==> src/rtl/pipe_ctrl_pkg.sv <==
// Shared opcodes, enums and the control word carried down the pipeline.
package pipe_ctrl_pkg;

  localparam logic [6:0] LOAD   = 7'b0000011;
  localparam logic [6:0] STORE  = 7'b0100011;
  localparam logic [6:0] OP     = 7'b0110011;
  localparam logic [6:0] OP_IMM = 7'b0010011;
  localparam logic [6:0] BRANCH = 7'b1100011;
  localparam logic [6:0] JAL    = 7'b1101111;
  localparam logic [6:0] JALR   = 7'b1100111;
  localparam logic [6:0] LUI    = 7'b0110111;
  localparam logic [6:0] AUIPC  = 7'b0010111;

  typedef enum logic [1:0] {
    PC_PLUS4  = 2'b00,
    PC_TARGET = 2'b01,
    PC_ALU    = 2'b10
  } pcsrc_e;

  typedef enum logic [1:0] {
    BR_NONE = 2'b00,
    BR_COND = 2'b01,
    BR_JAL  = 2'b10,
    BR_JALR = 2'b11
  } branch_e;

  // Control bits that travel with the instruction; all-zero is a bubble.
  typedef struct packed {
    logic       reg_write;
    logic [1:0] result_src;  // 00 ALU, 01 memory, 10 PC+4, 11 immediate
    logic       mem_write;
    branch_e    branch;
    logic       alu_src;
    logic       reg_src;
    logic [2:0] funct3;
  } ctrl_word_t;

endpackage

==> src/rtl/hazard_unit.sv <==
// Combinational stall / flush / forward generation.
// PIPE_FORWARDING_EN: defined -> M/W forwarding; undefined -> RAW stalls, forwards tied to 00.
module hazard_unit
  import pipe_ctrl_pkg::*;
#(
  parameter int unsigned REG_ADDR_W = 5
) (
  input  logic [REG_ADDR_W-1:0] i_rs1_d,
  input  logic [REG_ADDR_W-1:0] i_rs2_d,
  input  logic [REG_ADDR_W-1:0] i_rs1_e,
  input  logic [REG_ADDR_W-1:0] i_rs2_e,
  input  logic [REG_ADDR_W-1:0] i_rd_e,
  input  logic [REG_ADDR_W-1:0] i_rd_m,
  input  logic [REG_ADDR_W-1:0] i_rd_w,
  input  logic                  i_reg_write_e,
  input  logic                  i_reg_write_m,
  input  logic                  i_reg_write_w,
  input  logic [1:0]            i_result_src_e,
  input  logic [1:0]            i_pc_src_e,
  output logic                  o_stall_f,
  output logic                  o_stall_d,
  output logic                  o_flush_d,
  output logic                  o_flush_e,
  output logic [1:0]            o_forward_a_e,
  output logic [1:0]            o_forward_b_e
);

  logic w_lw_stall;
  logic w_raw_stall;
  logic w_stall;
  logic w_taken;

  assign w_lw_stall = (i_result_src_e == 2'b01) && (i_rd_e != '0) &&
                      ((i_rd_e == i_rs1_d) || (i_rd_e == i_rs2_d));

`ifdef PIPE_FORWARDING_EN
  // Forward select per operand; M is newer than W so it wins.
  always_comb begin
    o_forward_a_e = 2'b00;
    o_forward_b_e = 2'b00;
    if (i_reg_write_m && (i_rd_m != '0) && (i_rd_m == i_rs1_e)) begin
      o_forward_a_e = 2'b10;
    end else if (i_reg_write_w && (i_rd_w != '0) && (i_rd_w == i_rs1_e)) begin
      o_forward_a_e = 2'b01;
    end
    if (i_reg_write_m && (i_rd_m != '0) && (i_rd_m == i_rs2_e)) begin
      o_forward_b_e = 2'b10;
    end else if (i_reg_write_w && (i_rd_w != '0) && (i_rd_w == i_rs2_e)) begin
      o_forward_b_e = 2'b01;
    end
  end

  assign w_raw_stall = 1'b0;
`else
  logic w_unused_fwd;

  assign o_forward_a_e = 2'b00;
  assign o_forward_b_e = 2'b00;
  assign w_unused_fwd  = ^{i_rs1_e, i_rs2_e, i_rd_w, i_reg_write_w};

  // Without forwarding, hold D until the producer has reached W (write-first RF).
  assign w_raw_stall =
      ((i_rs1_d != '0) && ((i_reg_write_e && (i_rd_e == i_rs1_d)) ||
                           (i_reg_write_m && (i_rd_m == i_rs1_d)))) ||
      ((i_rs2_d != '0) && ((i_reg_write_e && (i_rd_e == i_rs2_d)) ||
                           (i_reg_write_m && (i_rd_m == i_rs2_d))));
`endif

  assign w_taken = (i_pc_src_e != PC_PLUS4);
  assign w_stall = w_lw_stall | w_raw_stall;

  // A redirect discards the stalled instruction anyway, so flush beats stall.
  assign o_stall_f = w_stall & ~w_taken;
  assign o_stall_d = w_stall & ~w_taken;
  assign o_flush_d = w_taken;
  assign o_flush_e = w_stall | w_taken;

endmodule

==> src/rtl/pipelined_control_unit.sv <==
// Five-stage RV32I control unit: D decode, D/E, E/M, M/W control registers, E branch resolve.
// PIPE_FORWARDING_EN selects forwarding (defined) or RAW stalling (undefined) in hazard_unit.
module pipelined_control_unit
  import pipe_ctrl_pkg::*;
#(
  parameter int unsigned REG_ADDR_W = 5,
  parameter int unsigned ALUCTRL_W  = 4,
  parameter int unsigned IMMSRC_W   = 3
) (
  input  logic                  clk,
  input  logic                  rst_n,
  input  logic [6:0]            opD,
  input  logic [2:0]            funct3D,
  input  logic                  funct7_5D,
  input  logic [REG_ADDR_W-1:0] rs1D,
  input  logic [REG_ADDR_W-1:0] rs2D,
  input  logic [REG_ADDR_W-1:0] rdD,
  input  logic                  zeroE,
  input  logic                  ltE,
  input  logic                  ltuE,
  output logic [IMMSRC_W-1:0]   ImmSrcD,
  output logic [ALUCTRL_W-1:0]  ALUControlE,
  output logic                  ALUSrcE,
  output logic                  RegSrcE,
  output logic [1:0]            PCSrcE,
  output logic                  MemWriteM,
  output logic [1:0]            ResultSrcW,
  output logic                  RegWriteW,
  output logic [REG_ADDR_W-1:0] rdW,
  output logic                  StallF,
  output logic                  StallD,
  output logic                  FlushD,
  output logic                  FlushE,
  output logic [1:0]            ForwardAE,
  output logic [1:0]            ForwardBE
);

  ctrl_word_t            w_ctrl_d;
  logic [1:0]            w_alu_op;
  logic [2:0]            w_imm_src;
  logic [3:0]            w_alu_ctrl;
  logic                  w_cond_e;
  pcsrc_e                w_pc_src_e;

  ctrl_word_t            r_ctrl_e;
  logic [ALUCTRL_W-1:0]  r_alu_ctrl_e;
  logic [REG_ADDR_W-1:0] r_rd_e, r_rs1_e, r_rs2_e;
  logic                  r_reg_write_m, r_mem_write_m;
  logic [1:0]            r_result_src_m;
  logic [REG_ADDR_W-1:0] r_rd_m;
  logic                  r_reg_write_w;
  logic [1:0]            r_result_src_w;
  logic [REG_ADDR_W-1:0] r_rd_w;

  // Main decoder: opcode to control word, ALU op class and immediate format.
  always_comb begin
    w_ctrl_d        = '0;
    w_ctrl_d.funct3 = funct3D;
    w_alu_op        = 2'b00;
    w_imm_src       = 3'b000;
    case (opD)
      LOAD:   begin w_ctrl_d.reg_write = 1'b1; w_ctrl_d.result_src = 2'b01;
                    w_ctrl_d.alu_src = 1'b1; end
      STORE:  begin w_ctrl_d.mem_write = 1'b1; w_ctrl_d.alu_src = 1'b1; w_imm_src = 3'b001; end
      OP:     begin w_ctrl_d.reg_write = 1'b1; w_alu_op = 2'b10; end
      OP_IMM: begin w_ctrl_d.reg_write = 1'b1; w_ctrl_d.alu_src = 1'b1; w_alu_op = 2'b10; end
      BRANCH: begin w_ctrl_d.branch = BR_COND; w_alu_op = 2'b01; w_imm_src = 3'b010; end
      JAL:    begin w_ctrl_d.reg_write = 1'b1; w_ctrl_d.result_src = 2'b10;
                    w_ctrl_d.branch = BR_JAL; w_imm_src = 3'b011; end
      JALR:   begin w_ctrl_d.reg_write = 1'b1; w_ctrl_d.result_src = 2'b10;
                    w_ctrl_d.alu_src = 1'b1; w_ctrl_d.branch = BR_JALR; end
      LUI:    begin w_ctrl_d.reg_write = 1'b1; w_ctrl_d.result_src = 2'b11; w_imm_src = 3'b100; end
      AUIPC:  begin w_ctrl_d.reg_write = 1'b1; w_ctrl_d.alu_src = 1'b1;
                    w_ctrl_d.reg_src = 1'b1; w_imm_src = 3'b100; end
      default: ;
    endcase
  end

  // ALU decoder: 0 add, 1 sub, 2 and, 3 or, 4 xor, 5 slt, 6 sltu, 7 sll, 8 srl, 9 sra.
  always_comb begin
    w_alu_ctrl = 4'd0;
    case (w_alu_op)
      2'b01: w_alu_ctrl = 4'd1;
      2'b10: begin
        case (funct3D)
          3'b000:  w_alu_ctrl = (opD[5] && funct7_5D) ? 4'd1 : 4'd0;
          3'b001:  w_alu_ctrl = 4'd7;
          3'b010:  w_alu_ctrl = 4'd5;
          3'b011:  w_alu_ctrl = 4'd6;
          3'b100:  w_alu_ctrl = 4'd4;
          3'b101:  w_alu_ctrl = funct7_5D ? 4'd9 : 4'd8;
          3'b110:  w_alu_ctrl = 4'd3;
          default: w_alu_ctrl = 4'd2;
        endcase
      end
      default: ;
    endcase
  end

  assign ImmSrcD = IMMSRC_W'(w_imm_src);

  // D->E register; FlushE inserts a bubble including cleared rs/rd.
  always_ff @(posedge clk or negedge rst_n) begin
    if (!rst_n) begin
      r_ctrl_e     <= '0;
      r_alu_ctrl_e <= '0;
      r_rd_e       <= '0;
      r_rs1_e      <= '0;
      r_rs2_e      <= '0;
    end else if (FlushE) begin
      r_ctrl_e     <= '0;
      r_alu_ctrl_e <= '0;
      r_rd_e       <= '0;
      r_rs1_e      <= '0;
      r_rs2_e      <= '0;
    end else begin
      r_ctrl_e     <= w_ctrl_d;
      r_alu_ctrl_e <= ALUCTRL_W'(w_alu_ctrl);
      r_rd_e       <= rdD;
      r_rs1_e      <= rs1D;
      r_rs2_e      <= rs2D;
    end
  end

  // E->M and M->W registers carry only what later stages consume.
  always_ff @(posedge clk or negedge rst_n) begin
    if (!rst_n) begin
      r_reg_write_m  <= 1'b0;
      r_mem_write_m  <= 1'b0;
      r_result_src_m <= 2'b00;
      r_rd_m         <= '0;
      r_reg_write_w  <= 1'b0;
      r_result_src_w <= 2'b00;
      r_rd_w         <= '0;
    end else begin
      r_reg_write_m  <= r_ctrl_e.reg_write;
      r_mem_write_m  <= r_ctrl_e.mem_write;
      r_result_src_m <= r_ctrl_e.result_src;
      r_rd_m         <= r_rd_e;
      r_reg_write_w  <= r_reg_write_m;
      r_result_src_w <= r_result_src_m;
      r_rd_w         <= r_rd_m;
    end
  end

  // Branch condition selected by funct3; reserved encodings never take.
  always_comb begin
    case (r_ctrl_e.funct3)
      3'b000:  w_cond_e = zeroE;
      3'b001:  w_cond_e = ~zeroE;
      3'b100:  w_cond_e = ltE;
      3'b101:  w_cond_e = ~ltE;
      3'b110:  w_cond_e = ltuE;
      3'b111:  w_cond_e = ~ltuE;
      default: w_cond_e = 1'b0;
    endcase
  end

  // Next-PC select resolved in E.
  always_comb begin
    w_pc_src_e = PC_PLUS4;
    case (r_ctrl_e.branch)
      BR_COND: if (w_cond_e) w_pc_src_e = PC_TARGET;
      BR_JAL:  w_pc_src_e = PC_TARGET;
      BR_JALR: w_pc_src_e = PC_ALU;
      default: ;
    endcase
  end

  assign ALUControlE = r_alu_ctrl_e;
  assign ALUSrcE     = r_ctrl_e.alu_src;
  assign RegSrcE     = r_ctrl_e.reg_src;
  assign PCSrcE      = w_pc_src_e;
  assign MemWriteM   = r_mem_write_m;
  assign ResultSrcW  = r_result_src_w;
  assign RegWriteW   = r_reg_write_w;
  assign rdW         = r_rd_w;

  hazard_unit #(
    .REG_ADDR_W(REG_ADDR_W)
  ) u_hazard_unit (
    .i_rs1_d       (rs1D),
    .i_rs2_d       (rs2D),
    .i_rs1_e       (r_rs1_e),
    .i_rs2_e       (r_rs2_e),
    .i_rd_e        (r_rd_e),
    .i_rd_m        (r_rd_m),
    .i_rd_w        (r_rd_w),
    .i_reg_write_e (r_ctrl_e.reg_write),
    .i_reg_write_m (r_reg_write_m),
    .i_reg_write_w (r_reg_write_w),
    .i_result_src_e(r_ctrl_e.result_src),
    .i_pc_src_e    (w_pc_src_e),
    .o_stall_f     (StallF),
    .o_stall_d     (StallD),
    .o_flush_d     (FlushD),
    .o_flush_e     (FlushE),
    .o_forward_a_e (ForwardAE),
    .o_forward_b_e (ForwardBE)
  );

endmodule

==> config.mk <==
export PLATFORM = sky130hd
export DESIGN_NAME = pipelined_control_unit
export DESIGN_NICKNAME = d
export VERILOG_FILES = /design/src/rtl/pipe_ctrl_pkg.sv /design/src/rtl/hazard_unit.sv /design/src/rtl/pipelined_control_unit.sv
export SDC_FILE = /design/constraint.sdc
export NUM_CORES = 1
export LEC_CHECK = 0
export BUFFER_PORTS_ARGS = -buffer_cell sky130_fd_sc_hd__buf_2
export CAP_MARGIN = 0
export CORE_ASPECT_RATIO = 1.75
export CORE_UTILIZATION = 35
export DETAILED_ROUTE_END_ITERATION = 8
export GPL_ROUTABILITY_DRIVEN = 1
export MAX_ROUTING_LAYER = met4
export PLACE_DENSITY = 0.6
export REMOVE_ABC_BUFFERS = 1
export SLEW_MARGIN = 0
export SYNTH_ARGS = -nofsm -noshare
export SYNTH_HDL_FRONTEND = slang
export SYNTH_SLANG_ARGS = --single-unit
==> constraint.sdc <==
create_clock -name clk -period 2.05 [get_ports clk]
set_clock_uncertainty 0.1 [all_clocks]
set_input_delay 0.205 -clock clk [delete_from_list [all_inputs] [get_ports clk]]
set_output_delay 0.205 -clock clk [all_outputs]
set_load 0.01 [all_outputs]
==> results of run 1 <==
per-layer routing:
| layer | global-route usage (%) | routed length [um] |
|---|---|---|
| met1 | 16.6 | 1360 |
| met2 | 26.1 | 1930 |
| met3 | 3.54 | 209 |
| met4 | 5.63 | 43 |
| met5 | - | 0 |
synth_stat cells (all sizes together):
cell | number | area [sq um]
a31oi | 2 | 12.5
or4 | 3 | 22.5
o22a | 1 | 10.0
nand4 | 3 | 18.8
conb | 1 | 3.75
nor3b | 2 | 15.0
ha | 2 | 25.0
clkbuf | 2 | 7.51
o21ai | 6 | 30.0
buf | 6 | 48.8
nor2 | 16 | 60.1
a22oi | 1 | 7.51
xor2 | 4 | 35.0
xnor2 | 18 | 158
nor4b | 2 | 23.8
nor2b | 3 | 18.8
nor3 | 7 | 35.0
a311o | 1 | 10.0
dfrtp | 37 | 926
a2111o | 2 | 22.5
nand2 | 7 | 26.3
inv | 10 | 37.5
or2 | 2 | 12.5
and4b | 1 | 10.0
nand3 | 8 | 40.0
o211ai | 2 | 15.0
nor4 | 1 | 6.26
nand4b | 1 | 23.8
a21oi | 4 | 20.0
and2 | 2 | 12.5
mux2i | 2 | 20.0
final cells by class:
class                      instances  area [sq um]
fill                             476          2410
timing repair buffer              69           420
clock buffer                       7          86.3
tap                               52          65.1
multi-input combinational        107           761
sequential                        37           926
inverter                          10          37.5
critical path, delay by kind of cell (launching register included):
kind            cells  cell delay, ps
compound gates      2             390
buf+inv             1             150
simple gates        2             690
flops               1             380
what timing repair did:
action | in CTS | in global routing
hold buffers | 1 | 0
endpoints found under the setup margin | 7 | 18
cloned | 0 | 1
setup buffers | 1 | 2
pin swaps | 4 | 2
gates resized for setup | 4 | 13
endpoints found under the hold margin | 37 | 0
state kept, by name, summed over array words and instances (netlist names):
register,count
r_ctrl_e,9
r_rd_e,5
r_rd_m,5
rdW,5
ALUControlE,4
ResultSrcW,2
r_result_src_m,2
ALUSrcE,1
MemWriteM,1
RegSrcE,1
RegWriteW,1
r_reg_write_m,1
kinds of logic (layout without fill, tap and decap cells):
kind of cell / after synthesis / after routing / share of synthesized area (%)
AOI/OAI and AO/OA: 19 / 19 / 7.44
xor gates and xnor gates: 22 / 22 / 11.2
adders and majority gates: 2 / 2 / 1.46
buffers and inverters: 18 / 86 / 5.48
DFF: 37 / 37 / 54.0
muxes: 2 / 2 / 1.17
other: 1 / 4 / 0.219
and+or+nand+nor: 58 / 58 / 19.0
power breakdown:
part | total [uW] | switching (uW) | internal (uW)
clock network | 491 | 225 | 266
registers | 777 | 19.4 | 757
logic | 202 | 104 | 97.6
total | 1470 | 348 | 1120
path summary, 6_finish.rpt:
kind	start	end	slack, ps	cells after the start
max	r_rd_e[1]	FlushE	-130	5
min	rdD[2]	r_rd_e[2]	30	3
max reg2reg	r_rd_e[1]	ALUControlE[1]	-20	6
min reg2reg	r_result_src_m[1]	ResultSrcW[1]	250	0
max in group asynchronous	rst_n	rdW[2]	910	2
min in group asynchronous	rst_n	rdW[0]	440	2
metrics by stage:
stage	setup TNS, ps	instances
floorplan	0	154
global placement	0	270
detailed placement	-18.6	270
CTS	-559	279
global route	-1590	282
finish	-415	282
==> results_dict.tcl, run 1 <==
set metrics [dict create \
    status "complete, but fails checks" \
    violations "negative setup slack" \
    fmax_ghz 0.458 \
    syn_avg_cell_area_sq_um 10.8 \
    yosysWarnings 0 \
    initial_utilization_pct 36.4 \
    place_congestion 0.822 \
    setup_ws_ps -133 \
    crit_required_ps 1750 \
    viasPerCell 4.84 \
    holdCritPathClass "input pin to flop" \
    dpl_cell_area_sq_um 2080 \
    cp_max_fo 3 \
    cap_violations 0 \
    fin_area_sq_um 2300 \
    wl_mm 3.54 \
    final_util_pct 48.8 \
    cp.arrival_ps 1880 \
    layout-area-overhead-vs-synth_pct 33.9 \
    grt_pass1_wl_mm 5.49 \
    layout-drive-gt1-share_pct 39.1 \
    cp_slowest_cell "or4_4" \
    grt_max_degree 38 \
    ios 59 \
    clock_path_buffers 2 \
    yosysSeqAreaShare_pct 54.0 \
    rsz0062_at_grt "yes" \
    clk_pin_slew_ps 70 \
    worstMarginPinSlew_ps 785 \
    synth_area_sq_um 1710 \
    cts_made_buffers 5 \
    cts-root-buf "clkbuf_8" \
    io_buffer_count 54 \
    setup_violations 5 \
    core_sq_um 4710 \
    power.density_nw_per_um2 640 \
    firstDrtPassIters 4 \
    finalHoldWorstSlack_ps 28.7 \
    clock_latency_ps 280 \
    globalRoute.totalOverflow 0 \
    antenna_found_initial 0 \
    start_kind "flop" \
    avgRoutedWirePerCell_um 12.5 \
    worstSetupPathType "flop to primary output" \
    max_stage_delay_ps 540 \
    p_leak_uw 0.00115 \
    synth.ff_latch_count 37 \
    hold_violations 0 \
    grt_pass1_vias 1262 \
    fin_nets 263 \
    synth_cells 159 \
    path_cells "or4_4, o21ai_2, a2111o_1, nand4b_4, buf_6" \
    place_ws_ps -12.8 \
    finalPower_uw 1470 \
    h-tree-depth 2 \
    ant_nets 0 \
    post_synth_num_cell_types 34 \
    cts.sinks 37 \
    route.vias.total 1366 \
    mostFrequentLayoutCell "buf_2" \
    fin_crit_ps 2180 \
    num_antenna_cells 0 \
    dp_hpwl_mm 2.74 \
    fin_crit_sh_pct 106 \
    ir_worst_vdd_uv 618 \
    cp-end-kind "primary output" \
    detail_route.iter0.violations 29 \
    tritoncts "yes" \
    slew_headroom_pct 47.7 \
    drv_slew 0 \
    final_cell_mix "53 x buf_2, 37 x dfrtp_1, 17 x xnor2_1, 13 x nor2_1, 11 x buf_4" \
    num_rows 33 \
    die_y_um 94.6 \
    drc 0 \
    die_w_um 54.9 \
    grt_usage_pct 15.3 \
    dieArea_sq_um 5190 \
]
No activity file was read; power rests on OpenSTA's default activity.
==> inputs of run 2 (changes only) <==
- ABC_AREA: default -> 1
- PLACE_DENSITY: 0.6 -> 0.59
==> results_dict.tcl, run 2 <==
set metrics [dict create \
    cts-root-buf "clkbuf_8" \
    status "complete, but fails checks" \
    r2r_end "r_ctrl_e[10]" \
    synth-async-reset-ratio_pct 100 \
    worstSetupPathType "flop to primary output" \
    grt_pass1_vias 1619 \
    hold_violations 0 \
    avgRoutedWirePerCell_um 11.5 \
    fmax_ghz 0.516 \
    cp.arrival_ps 1630 \
    start_kind "flop" \
    holdCritPathClass "input pin to flop" \
    drc 4 \
    yosysWarnings 0 \
    rsz0062_at_grt "no" \
    io_buffer_count 54 \
    r2r_slack_ps 430 \
    dp.cells 342 \
    clk_pin_slew_ps 70 \
    ant_nets 0 \
    worstSetupStartpoint "r_rd_m[1]" \
    die_w_um 58.0 \
    dp_hpwl_mm 3.19 \
    num_antenna_cells 0 \
    final_cell_mix "52 x buf_2, 47 x nand2_1, 39 x inv_1, 34 x dfrtp_1, 23 x nor2_1" \
    largest-register "r_ctrl_e" \
    cts_made_buffers 5 \
    dieArea_sq_um 5790 \
    ios 59 \
    synth_area_sq_um 1920 \
    layout-drive-gt1-share_pct 33.1 \
    tns_ps 0 \
    regArea_sq_um 930 \
    synth_flop_cell "dfrtp_1" \
    cp_max_fo 4 \
    die_y_um 99.9 \
    synthTopCellsByArea "dfrtp_1 48%, nand2_1 9.8%, inv_1 8.0%, nor2_2 5.9%, nor2_1 5.1%" \
    setup_violations 0 \
    final_util_pct 45.0 \
    mostFrequentLayoutCell "buf_2" \
    cts.sinks 37 \
    power.density_nw_per_um2 626 \
    synth.ff_latch_count 37 \
    p_leak_uw 0.00134 \
    wl_mm 4.04 \
    globalRoute.totalOverflow 0 \
    violations "design-rule violations" \
    tritoncts "yes" \
    grt_pass1_wl_mm 6.73 \
    multiInputGateArea_sq_um 810 \
    firstDrtPassIters 6 \
    crit_required_ps 1750 \
    fin_nets 329 \
    viasPerCell 4.70 \
    synth_top_area_share_pct 48.3 \
    yosysSeqAreaShare_pct 48.3 \
    grt_usage_pct 16.0 \
    cp-end-kind "primary output" \
    slew_headroom_pct 43.9 \
    route.vias.total 1649 \
    fin_crit_sh_pct 94.5 \
    grt_max_degree 38 \
    layout-area-overhead-vs-synth_pct 23.2 \
    fin_crit_ps 1940 \
    detail_route.iter0.violations 45 \
    synth.most_common_cell "nand2_1" \
    finalNonFillerCells 351 \
    syn_avg_cell_area_sq_um 8.16 \
    largest_register_ffs 9 \
    place_congestion 0.851 \
    clock_latency_ps 280 \
    antenna_found_initial 0 \
    cp-endpoint "StallF" \
    ir_worst_vdd_uv 282 \
    post_synth_num_cell_types 29 \
    synth_cells 235 \
    initial_utilization_pct 36.5 \
    rr_startpoint "r_rd_m[1]" \
    synthTopCellsByCount "50 x nand2_1, 41 x inv_1, 37 x dfrtp_1" \
    worstMarginPinSlew_ps 841 \
    clock_path_buffers 2 \
    drv_slew 0 \
    core_sq_um 5260 \
    yosysTopAreaCell "dfrtp_1" \
    r2r_cells 8 \
    cap_violations 0 \
    num_rows 35 \
    synth-edff-count 0 \
    h-tree-depth 2 \
    fillers 557 \
]
==> run 2: area by class of cell <==
type	instances	share of cell area, %
clock buffer	7	3.65
inverter	41	6.51
multi-input combinational	153	34.3
sequential	37	39.3
tap	55	2.91
timing repair buffer	58	13.3
==> run 2: timing repair <==
| item | in CTS | in global routing |
|---|---|---|
| hold buffers | 1 | 0 |
| setup endpoints to repair | 0 | 3 |
| hold endpoints to repair | 37 | 0 |
| buffers inserted | 0 | 1 |
| gates resized for setup | 0 | 14 |
==> run 2: how the worst min path moves through the flow <==
stage | from | to | cells after the start
floorplan | rst_n | ALUControlE[0] | 0
global placement | rst_n | rdW[1] | 1
detailed placement | r_ctrl_e[7] | MemWriteM | 0
CTS | rdD[4] | r_rd_e[4] | 3
global route | rdD[4] | r_rd_e[4] | 3
finish | rdD[4] | r_rd_e[4] | 3
==> run 2: critical path: stages, from the launching register on <==
cell	delay (ps)
dfrtp_1	420
or2_0	210
a21oi_1	140
nand3_1	100
nand2_1	90
nand2_2	90
nand3_2	70
nand2_2	50
inv_2	80
buf_6	100
==> run 2: where the power goes <==
| part | switching [uW] | internal [uW] | total [uW] | leakage (uW) |
|---|---|---|---|---|
| sequential | 21.9 | 758 | 780 | 0.000472 |
| clock | 235 | 266 | 501 | 0.0000443 |
| combinational | 120 | 79.0 | 199 | 0.000820 |
| total | 376 | 1100 | 1480 | 0.00134 |
==> run 2: layer usage <==
layer | routed length, um | share of wire (%) | up-vias | GRT usage (%)
li1 | - | - | 835 | -
met1 | 1460 | 36 | 764 | 15.2
met2 | 2300 | 57 | 42 | 29.4
met3 | 161 | 4.0 | 8 | 2.71
met4 | 121 | 3.0 | 0 | 8.97
met5 | 0 | 0 | - | -
==> run 2: cell families (layout without fill, tap and decap cells) <==
logic type                 Yosys count  after routing  share of synthesized area [%]
adders and majority gates            2              2                           1.30
AOI/OAI and AO/OA                   16             16                           5.61
and+or+nand+nor                    126            126                           31.2
buffers and inverters               48            106                           11.2
other                                1              4                          0.196
DFF                                 37             37                           48.3
xor gates and xnor gates             5              5                           2.28
==> run 2: stage by stage <==
step | worst slack, ps | cell area [sq um] | hold WS (ps) | total power [uW]
after floorplan | 426 | 1870 | -191 | 894
after global placement | 173 | 2220 | 237 | 984
after detailed placement | 126 | 2220 | 242 | 986
after CTS | 69.3 | 2320 | 30.1 | 1490
after global routing | 1.59 | 2360 | 28.6 | 1550
final | 114 | 2360 | 29.4 | 1480
==> inputs of run 3 (changes only) <==
- PLACE_DENSITY: 0.59 -> 0.58
- SYNTH_HIERARCHICAL: default -> 1
==> results_dict.tcl, run 3 <==
set metrics [dict create \
    ir_worst_vdd_uv 221 \
    cap_violations 0 \
    tns_ps 0 \
    fin_area_sq_um 2390 \
    yosysWarnings 6 \
    die_w_um 57.8 \
    switching_share_pct 26.8 \
    cts-root-buf "clkbuf_8" \
    path_cells "buf_4, nand2_1, nand2_1, nor2_2, nand4_1, nand2_1, nand2_2, nand4_1, buf_6, buf_6" \
    p_leak_uw 0.00144 \
    crit_top_cell "nand2_1" \
    io_buffer_count 54 \
    synth_area_sq_um 1900 \
    comb_power_share_pct 14.2 \
    largest_register_ffs 9 \
    fillers 537 \
    p_clk_share_pct 33.1 \
    cp_max_fo 4 \
    dieArea_sq_um 5750 \
    initial_utilization_pct 36.2 \
    status "complete, but fails checks" \
    firstDrtPassIters 7 \
    path_buf_inv 3 \
    cts.sinks 37 \
    cts_made_buffers 5 \
    clk_pin_slew_ps 70 \
    mostFrequentLayoutCell "nand2_1" \
    drv_slew 0 \
    fin_nets 345 \
    place_congestion 0.834 \
    p_switching_uw 395 \
    setup_violations 0 \
    fin_crit_sh_pct 96.3 \
    avgRoutedWirePerCell_um 11.7 \
    detail_route.iter0.violations 57 \
    final_util_pct 45.5 \
    power_frac_seq_pct 52.7 \
    r2r_end "ALUControlE[3]" \
    fmax_ghz 0.507 \
    crit_required_ps 1750 \
    route.vias.total 1696 \
    clock_path_buffers 2 \
    synth_cells 247 \
    slew_headroom_pct 47.4 \
    holdCritPathClass "input pin to flop" \
    r2r_slack_ps 160 \
    antenna_found_initial 0 \
    h-tree-depth 2 \
    cp-end-kind "primary output" \
    clock_latency_ps 280 \
    crit_family "simple AND/OR/NAND/NOR gates" \
    grt_pass1_wl_mm 7.27 \
    grt_usage_pct 17.1 \
    viasPerCell 4.61 \
    min_path_cells 3 \
    num_antenna_cells 0 \
    power.density_nw_per_um2 616 \
    grt_max_degree 38 \
    final_cell_mix "59 x nand2_1, 53 x buf_2, 42 x inv_1, 37 x dfrtp_1, 32 x nor2_1" \
    largest-register "r_ctrl_e" \
    finalHoldWorstSlack_ps 14.9 \
    cp_slowest_cell "dfrtp_1" \
    p_int_uw 1080 \
    min_to "r_rd_e[3]" \
    globalRoute.totalOverflow 0 \
    drc 8 \
    cp.arrival_ps 1670 \
    dpl_cell_area_sq_um 2220 \
    worstSetupPathType "flop to primary output" \
    r2r_cells 14 \
    min_from "rdD[3]" \
    layout-area-overhead-vs-synth_pct 25.6 \
    max_stage_delay_ps 390 \
    grt_pass1_vias 1761 \
    tritoncts "yes" \
    syn_avg_cell_area_sq_um 7.71 \
    violations "design-rule violations" \
    num_rows 35 \
    hold_violations 0 \
    core_sq_um 5260 \
    rr_startpoint "r_rd_e[2]" \
    ant_nets 0 \
    die_y_um 99.6 \
    dp_hpwl_mm 3.34 \
    wl_mm 4.32 \
    worstMarginPinSlew_ps 789 \
    ios 59 \
    start_kind "flop" \
    layout-drive-gt1-share_pct 30.0 \
    fin_crit_ps 1970 \
]
-- run 3: changes by cell type in the layout (fill, tap and decap cells not counted), moves of 4 or more --
cell     previous run  this run
a21oi_2             0         4
nand2_1            47        59
nor2_1             23        32
nor2_2             21         5
-- run 3: what timing repair did --
action	4_1_cts	5_1_grt
buffers inserted	5	0
pin swaps	1	5
hold buffers	1	0
endpoints found under the hold margin	37	0
gates resized for setup	1	9
endpoints found under the setup margin	1	8
-- run 3: power groups by stage --
stage                     Clock (uW)  Combinational (uW)  Sequential [uW]
after floorplan                    0                 102              792
after global placement             0                 198              790
after detailed placement           0                 199              791
after CTS                        506                 207              776
after global routing             531                 238              781
final                            488                 209              777
-- run 3: per-stage QoR --
stage                     worst slack [ps]  instances  total power, uW
final                                 76.2        368             1470
after CTS                             6.86        368             1490
after global routing                 -1.29        368             1550
after global placement                 203        354              988
after floorplan                       -167        243              895
after detailed placement               125        354              990
-- run 3: cell type report --
class	count	area, sq um	share of cell area (%)
sequential	37	926	38.7
clock buffer	7	76.3	3.19
inverter	46	173	7.22
timing repair buffer	62	343	14.3
multi-input combinational	160	797	33.3
tap	55	68.8	2.88
clock inverter	1	7.51	0.314
-- run 3: worst max path at each step --
stage | start | end | slack, ps | depth (start not counted)
floorplan | r_ctrl_e[0] | ALUControlE[3] | -170 | 10
global placement | r_ctrl_e[0] | ALUControlE[3] | 200 | 11
detailed placement | r_ctrl_e[0] | ALUControlE[3] | 120 | 11
CTS | r_rd_e[3] | FlushE | 7 | 8
global route | r_rd_e[2] | FlushE | -1 | 10
finish | r_rd_e[2] | FlushE | 80 | 10
-- run 3: layer usage --
layer	routed length (um)	track usage (%)	share of wire (%)
met5	0	-	0
met1	1570	16.1	36
met4	139	8.42	3.2
met3	187	2.60	4.3
met2	2420	32.3	56
-- run 3: tightest hold or removal path, delay by kind of cell --
family                 cells  cell delay [ps]
and+or+nand+nor            1               30
buffers and inverters      2              130
